[config.mk]
export PLATFORM = sky130hd
export DESIGN_NAME = fpio_fifo_out_client_flat
export DESIGN_NICKNAME = d
export VERILOG_FILES = /design/src/rtl/fpio_fifo_out_client_if.sv /design/src/rtl/fpio_fifo_out_client.sv /design/src/flat_wrapper.sv
export SDC_FILE = /design/constraint.sdc
export NUM_CORES = 1
export LEC_CHECK = 0
export CAP_MARGIN = 20
export CORE_ASPECT_RATIO = 1.2
export CORE_MARGIN = 1.5
export CORE_UTILIZATION = 55
export CTS_CLUSTER_DIAMETER = 100
export CTS_CLUSTER_SIZE = 24
export DETAILED_ROUTE_END_ITERATION = 7
export PLACE_DENSITY_LB_ADDON = 0.3
export RECOVER_POWER = 50
export SYNTH_ARGS = -nofsm -noshare
export SYNTH_HDL_FRONTEND = slang
export SYNTH_SLANG_ARGS = --single-unit
[constraint.sdc]
create_clock -name clk -period 4.8 [get_ports clk]
set_clock_uncertainty 0.2 [all_clocks]
set_input_delay 0.48 -clock clk [delete_from_list [all_inputs] [get_ports clk]]
set_output_delay 0.48 -clock clk [all_outputs]
set_load 0.02 [all_outputs]
[src/rtl/fpio_fifo_out_client_if.sv]
// Request, upstream FIFO read port and output stream of the fpio FIFO read-side client.
interface fpio_fifo_out_client_if #(
    parameter int unsigned DATA_WIDTH  = 8,
    parameter int unsigned COUNT_WIDTH = 8
);
    logic                   req_valid;
    logic [COUNT_WIDTH-1:0] req_count;
    logic                   req_ready;
    logic                   done;
    logic                   busy;
    logic                   fifo_empty;
    logic                   fifo_rd;
    logic [DATA_WIDTH-1:0]  fifo_rd_data;
    logic [DATA_WIDTH-1:0]  dat_o;
    logic                   dat_valid;
    logic                   dat_ready;

    modport slave (
        input  req_valid, req_count, fifo_empty, fifo_rd_data, dat_ready,
        output req_ready, done, busy, fifo_rd, dat_o, dat_valid
    );

    modport master (
        output req_valid, req_count, fifo_empty, fifo_rd_data, dat_ready,
        input  req_ready, done, busy, fifo_rd, dat_o, dat_valid
    );
endinterface

[src/rtl/fpio_fifo_out_client.sv]
// Read-side fpio FIFO client: pops req_count words from an upstream FIFO and streams them out.
// A prefetch buffer plus a bypass of the returning read data sustains one word per cycle.
module fpio_fifo_out_client #(
    parameter int unsigned DATA_WIDTH  = 8,
    parameter int unsigned COUNT_WIDTH = 8,
    parameter int unsigned BUF_DEPTH   = 2
) (
    input logic                   clk,
    input logic                   rstn,
    fpio_fifo_out_client_if.slave bus
);
    localparam int unsigned PTR_W = $clog2(BUF_DEPTH);
    localparam int unsigned OCC_W = PTR_W + 1;

    localparam logic [1:0] ST_IDLE  = 2'd0;
    localparam logic [1:0] ST_READ  = 2'd1;
    localparam logic [1:0] ST_DRAIN = 2'd2;

    logic [1:0]             state_q, state_d;
    logic [COUNT_WIDTH-1:0] remaining_q, remaining_d;
    logic                   inflight_q;
    logic [OCC_W-1:0]       occ_q, occ_d;
    logic [PTR_W-1:0]       rd_ptr_q, wr_ptr_q;
    logic [DATA_WIDTH-1:0]  mem_q [BUF_DEPTH];
    logic                   done_q, done_d;

    logic       req_ready, accept, rd, dat_valid;
    logic       bypass, pop, push, pop_mem;
    logic [OCC_W:0] level, limit;

    // With the buffer empty, the word arriving from the FIFO is presented directly; if it is
    // consumed in that cycle it never enters the buffer.
    assign bypass    = inflight_q && (occ_q == '0);
    assign dat_valid = rstn && ((occ_q != '0) || inflight_q);
    assign pop       = dat_valid && bus.dat_ready;
    assign push      = inflight_q && !(bypass && pop);
    assign pop_mem   = pop && !bypass;
    assign occ_d     = occ_q + OCC_W'(push) - OCC_W'(pop_mem);

    assign level = {1'b0, occ_q} + (OCC_W + 1)'(inflight_q);
    assign limit = (OCC_W + 1)'(BUF_DEPTH) + (OCC_W + 1)'(pop);

    assign req_ready     = rstn && (state_q == ST_IDLE);
    assign accept        = bus.req_valid && req_ready;
    assign bus.req_ready = req_ready;
    assign bus.busy      = rstn && (state_q != ST_IDLE);
    assign bus.done      = rstn && done_q;
    assign bus.fifo_rd   = rd;
    assign bus.dat_valid = dat_valid;
    assign bus.dat_o     = !rstn ? '0 : (bypass ? bus.fifo_rd_data : mem_q[rd_ptr_q]);

    always_comb begin
        state_d     = state_q;
        remaining_d = remaining_q;
        done_d      = 1'b0;
        rd          = 1'b0;
        case (state_q)
            ST_IDLE: begin
                if (accept) begin
                    if (bus.req_count != '0) begin
                        remaining_d = bus.req_count;
                        state_d     = ST_READ;
                    end else begin
                        done_d = 1'b1;
                    end
                end
            end
            ST_READ: begin
                rd = rstn && !bus.fifo_empty && (remaining_q != '0) && (level < limit);
                if (rd) begin
                    remaining_d = remaining_q - COUNT_WIDTH'(1);
                    if (remaining_q == COUNT_WIDTH'(1)) begin
                        state_d = ST_DRAIN;
                    end
                end
            end
            ST_DRAIN: begin
                // Nothing is fetched here, so occ_d == 0 also implies the last read has landed.
                if (occ_d == '0) begin
                    state_d = ST_IDLE;
                    done_d  = 1'b1;
                end
            end
            default: state_d = ST_IDLE;
        endcase
    end

    always_ff @(posedge clk) begin
        if (!rstn) begin
            state_q     <= ST_IDLE;
            remaining_q <= '0;
            inflight_q  <= 1'b0;
            occ_q       <= '0;
            rd_ptr_q    <= '0;
            wr_ptr_q    <= '0;
            done_q      <= 1'b0;
        end else begin
            state_q     <= state_d;
            remaining_q <= remaining_d;
            inflight_q  <= rd;
            occ_q       <= occ_d;
            done_q      <= done_d;
            if (push) wr_ptr_q <= wr_ptr_q + PTR_W'(1);
            if (pop_mem) rd_ptr_q <= rd_ptr_q + PTR_W'(1);
        end
    end

    always_ff @(posedge clk) begin
        if (!rstn) begin
            for (int i = 0; i < BUF_DEPTH; i++) mem_q[i] <= '0;
        end else if (push) begin
            mem_q[wr_ptr_q] <= bus.fifo_rd_data;
        end
    end

    always_ff @(posedge clk) begin
        if (rstn) begin
            assert (occ_q <= OCC_W'(BUF_DEPTH));
        end
    end
endmodule

[src/flat_wrapper.sv]
// flat-port wrapper written by rule: the top's interface ports become plain ports
module fpio_fifo_out_client_flat 
#(
    parameter int unsigned DATA_WIDTH  = 8,
    parameter int unsigned COUNT_WIDTH = 8,
    parameter int unsigned BUF_DEPTH   = 2
)
  (clk, rstn, bus_req_valid, bus_req_count, bus_fifo_empty, bus_fifo_rd_data, bus_dat_ready, bus_req_ready, bus_done, bus_busy, bus_fifo_rd, bus_dat_o, bus_dat_valid);
  fpio_fifo_out_client_if #(.DATA_WIDTH(DATA_WIDTH), .COUNT_WIDTH(COUNT_WIDTH)) bus_i ();
  input logic clk;
  input logic rstn;
  input wire logic [$bits(bus_i.req_valid)-1:0] bus_req_valid;
  input wire logic [$bits(bus_i.req_count)-1:0] bus_req_count;
  input wire logic [$bits(bus_i.fifo_empty)-1:0] bus_fifo_empty;
  input wire logic [$bits(bus_i.fifo_rd_data)-1:0] bus_fifo_rd_data;
  input wire logic [$bits(bus_i.dat_ready)-1:0] bus_dat_ready;
  output wire logic [$bits(bus_i.req_ready)-1:0] bus_req_ready;
  output wire logic [$bits(bus_i.done)-1:0] bus_done;
  output wire logic [$bits(bus_i.busy)-1:0] bus_busy;
  output wire logic [$bits(bus_i.fifo_rd)-1:0] bus_fifo_rd;
  output wire logic [$bits(bus_i.dat_o)-1:0] bus_dat_o;
  output wire logic [$bits(bus_i.dat_valid)-1:0] bus_dat_valid;
  assign bus_i.req_valid = bus_req_valid;
  assign bus_i.req_count = bus_req_count;
  assign bus_i.fifo_empty = bus_fifo_empty;
  assign bus_i.fifo_rd_data = bus_fifo_rd_data;
  assign bus_i.dat_ready = bus_dat_ready;
  assign bus_req_ready = bus_i.req_ready;
  assign bus_done = bus_i.done;
  assign bus_busy = bus_i.busy;
  assign bus_fifo_rd = bus_i.fifo_rd;
  assign bus_dat_o = bus_i.dat_o;
  assign bus_dat_valid = bus_i.dat_valid;
  fpio_fifo_out_client #(.DATA_WIDTH(DATA_WIDTH), .COUNT_WIDTH(COUNT_WIDTH), .BUF_DEPTH(BUF_DEPTH)) u_core (.clk(clk), .rstn(rstn), .bus(bus_i));
endmodule
==> results.sh <==
export IMPL_io_pins=34
export IMPL_grt_first_pass_wirelength_um=6740
export IMPL_netlist_instances=189
export IMPL_mappedNetlistArea_mm2=0.00187
export IMPL_synth_main_ff_cell="dfxtp_1"
export IMPL_period_share=0.754
export IMPL_drtAntennaViolNets=0
export IMPL_p_switching_mw=0.183
export IMPL_synth_avg_cell_area_um2=9.88
export IMPL_syn_nets=217
export IMPL_p_seq_frac=0.495
export IMPL_fill_cells=261
export IMPL_p_per_area_mw_per_mm2=282
export IMPL_layout_commonest_cell="clkdlybuf4s50_1"
export IMPL_drc=0
export IMPL_post_cts_setup_buffer_count=0
export IMPL_period_minus_slack_ns=3.62
export IMPL_finalMaxSlewViolations=0
export IMPL_core_mm2=0.00328
export IMPL_min_delay_path_depth=2
export IMPL_grt_max_degree=23
export IMPL_nNetsFinal=252
export IMPL_reg2reg_depth=7
export IMPL_die_h_um=66.8
export IMPL_p_int_mw=0.465
export IMPL_worst_setup_path_type="in2out"
export IMPL_crit_path_start_kind="input port"
export IMPL_initial_core_util=0.569
export IMPL_final_cell_mix="32 x clkdlybuf4s50_1, 25 x nor2_1, 17 x dfxtp_1, 16 x edfxtp_1, 15 x and2_1"
export IMPL_grt_pass1_vias=1476
export IMPL_leakagePower_nw=0.831
export IMPL_htreeDepth=2
export IMPL_tns_ns=0
export IMPL_track_usage=0.235
export IMPL_fin_total_pwr_mw=0.648
export IMPL_r2r_start="u_core.occ_q[0]"
export IMPL_worstPathArrival_ns=2.94
export IMPL_end_kind="output pin"
export IMPL_cts_root_buf="clkbuf_8"
export IMPL_via_per_inst=5.82
export IMPL_cts_tree="done"
export IMPL_max_cap_violations=0
export IMPL_ys_warn_count=0
export IMPL_ys_seq_elements=33
export IMPL_clock_sinks=33
export IMPL_setup_violations=0
export IMPL_required_ns=4.12
export IMPL_ff2ff_setup_slack_ns=2.20
export IMPL_clk_latency_ns=0.29
export IMPL_hold_buffers=0
export IMPL_cts_buffers=5
export IMPL_drt_wl_total_um=4020
export IMPL_worst_pin_slew_ns=1.14
export IMPL_relSlewSlack=0.243
export IMPL_dieArea_mm2=0.00376
export IMPL_antenna_found_initial=0
export IMPL_finalHoldViolations=0
export IMPL_worstPathMaxFanout=22
export IMPL_cts_path_max_buffers=2
export IMPL_dp_hpwl_um=2980
export IMPL_ir_worst_vdd_mv=0.249
export IMPL_synthTopCellsByArea="edfxtp_1 26%, dfxtp_1 18%, and2_1 6.7%"
export IMPL_grt_setup_unrepaired="no"
export IMPL_portBuffers=33
export IMPL_rr_endpoint="u_core.remaining_q[0]"
export IMPL_area_growth_pct=23.2
export IMPL_path_clk_slew_ns=0.07
export IMPL_gp_congestion=0.831
export IMPL_yosysTopAreaCellShare=0.257
export IMPL_rows=23
export IMPL_synth_top_cell_by_area="edfxtp_1"
export IMPL_fmax_ghz=0.276
export IMPL_wire_per_inst_um=15.3
export IMPL_antenna_cells=0
export IMPL_async_reset_ff_frac=0
export IMPL_pwr_share_comb=0.188
export IMPL_synth_cell_types=44
export IMPL_hold_end="u_core.remaining_q[7]"
export IMPL_ctsResizeCount=0
export IMPL_drt_initial_drc_count=56
export IMPL_num_vias=1524
export IMPL_status="finished clean"
export IMPL_hold_path_startpoint="u_core.remaining_q[7]"
export IMPL_final_layout_size_suffix_gt1_frac=0.0889
export IMPL_pwr_share_clk=0.317
export IMPL_hold_class="reg2reg"
export IMPL_synth_edf_count=16
export IMPL_seq_area_frac_synth=0.439
export IMPL_gr_total_overflow=0
export IMPL_fp_dieW_um=56.2
export IMPL_swShare=0.283
export IMPL_dr_pass1_iters=4
==> power groups by stage <==
stage | clock, mW | combinational, mW | sequential [mW]
final | 0.206 | 0.122 | 0.321
after global routing | 0.219 | 0.134 | 0.323
after CTS | 0.208 | 0.122 | 0.321
after detailed placement | 0 | 0.121 | 0.327
after global placement | 0 | 0.117 | 0.326
after floorplan | 0 | 0.0788 | 0.323
==> synthesized netlist by cell type, drive strengths merged, types with 2 or more instances <==
| cell | instances |
|---|---|
| a211o | 2 |
| a211oi | 11 |
| a21oi | 9 |
| a31oi | 3 |
| and2 | 20 |
| and3 | 3 |
| buf | 3 |
| clkbuf | 5 |
| dfxtp | 17 |
| edfxtp | 16 |
| ha | 7 |
| inv | 9 |
| mux2i | 8 |
| nand2 | 7 |
| nand2b | 2 |
| nand3 | 2 |
| nand3b | 2 |
| nand4 | 2 |
| nor2 | 25 |
| nor2b | 2 |
| nor3 | 5 |
| nor3b | 2 |
| o211ai | 4 |
| o21ai | 6 |
| or4 | 3 |
| xnor2 | 4 |
| xor2 | 2 |
==> worst max path at each step <==
stage | start | endpoint | depth (start not counted)
2_1_floorplan | u_core.occ_q[0] | bus_fifo_rd | 5
3_3_place_gp | rstn | bus_fifo_rd | 5
3_5_place_dp | rstn | u_core.state_q[1] | 10
4_1_cts | u_core.occ_q[0] | bus_fifo_rd | 6
5_1_grt | rstn | bus_dat_o[3] | 5
6_report | rstn | bus_dat_valid | 5
==> registers in the layout, summed over array words and instances, names as in the netlist, named ones only <==
signal and flops:
u_core.rd_ptr_q 1, u_core.remaining_q 8, u_core.mem_q 16, u_core.done_q 1, u_core.occ_q 2, u_core.wr_ptr_q 1
u_core.state_q 2, u_core.inflight_q 1
==> stage by stage <==
step | setup slack, ns | cells | hold WS [ns] | util | area [um^2]
after floorplan | 2.40 | 189 | 0.269 | - | 1870
after global placement | 1.66 | 252 | 0.285 | 0.674 | 2210
after detailed placement | 1.60 | 252 | 0.309 | 0.674 | 2210
after CTS | 1.47 | 260 | 0.317 | 0.700 | 2300
after global routing | 0.998 | 262 | 0.338 | 0.701 | 2300
final | 1.18 | 262 | 0.313 | 0.701 | 2300
==> critical path, stage by stage <==
cell and delay, ns:
dlygate4sd3_1 0.70, inv_1 0.18, clkbuf_1 0.86, nor2_1 0.12
clkdlybuf4s50_1 0.59
==> logic make-up (layout without fill, tap and decap cells) <==
| kind of cell | after synthesis | in the layout | share of synthesized area |
|---|---|---|---|
| AND/OR/NAND/NOR | 78 | 78 | 0.228 |
| adder cells (fa/ha/maj) | 7 | 7 | 0.0469 |
| flip-flops | 33 | 33 | 0.439 |
| XOR/XNOR | 6 | 6 | 0.0281 |
| AO/OA/AOI/OAI | 40 | 40 | 0.174 |
| multiplexers | 8 | 8 | 0.0429 |
| buffers and inverters | 17 | 53 | 0.0402 |
==> layer usage <==
layer / vias to the layer above / track usage / part of all wire
met5: - / 0 / 0
li1: 747 / - / -
met2: 50 / 0.431 / 0.55
met3: 12 / 0.0524 / 0.052
met1: 715 / 0.254 / 0.37
met4: 0 / 0.116 / 0.028
==> layout make-up <==
| class | instances | area [um^2] | area share |
|---|---|---|---|
| Sequential cell | 33 | 821 | 0.357 |
| Timing Repair Buffer | 36 | 342 | 0.148 |
| Multi-Input combinational cell | 139 | 972 | 0.423 |
| Tap cell | 37 | 46.3 | 0.0201 |
| Clock buffer | 5 | 68.8 | 0.0299 |
| Clock inverter | 3 | 17.5 | 0.00761 |
| Inverter | 9 | 33.8 | 0.0147 |
Power figures use the tool's default switching activity.
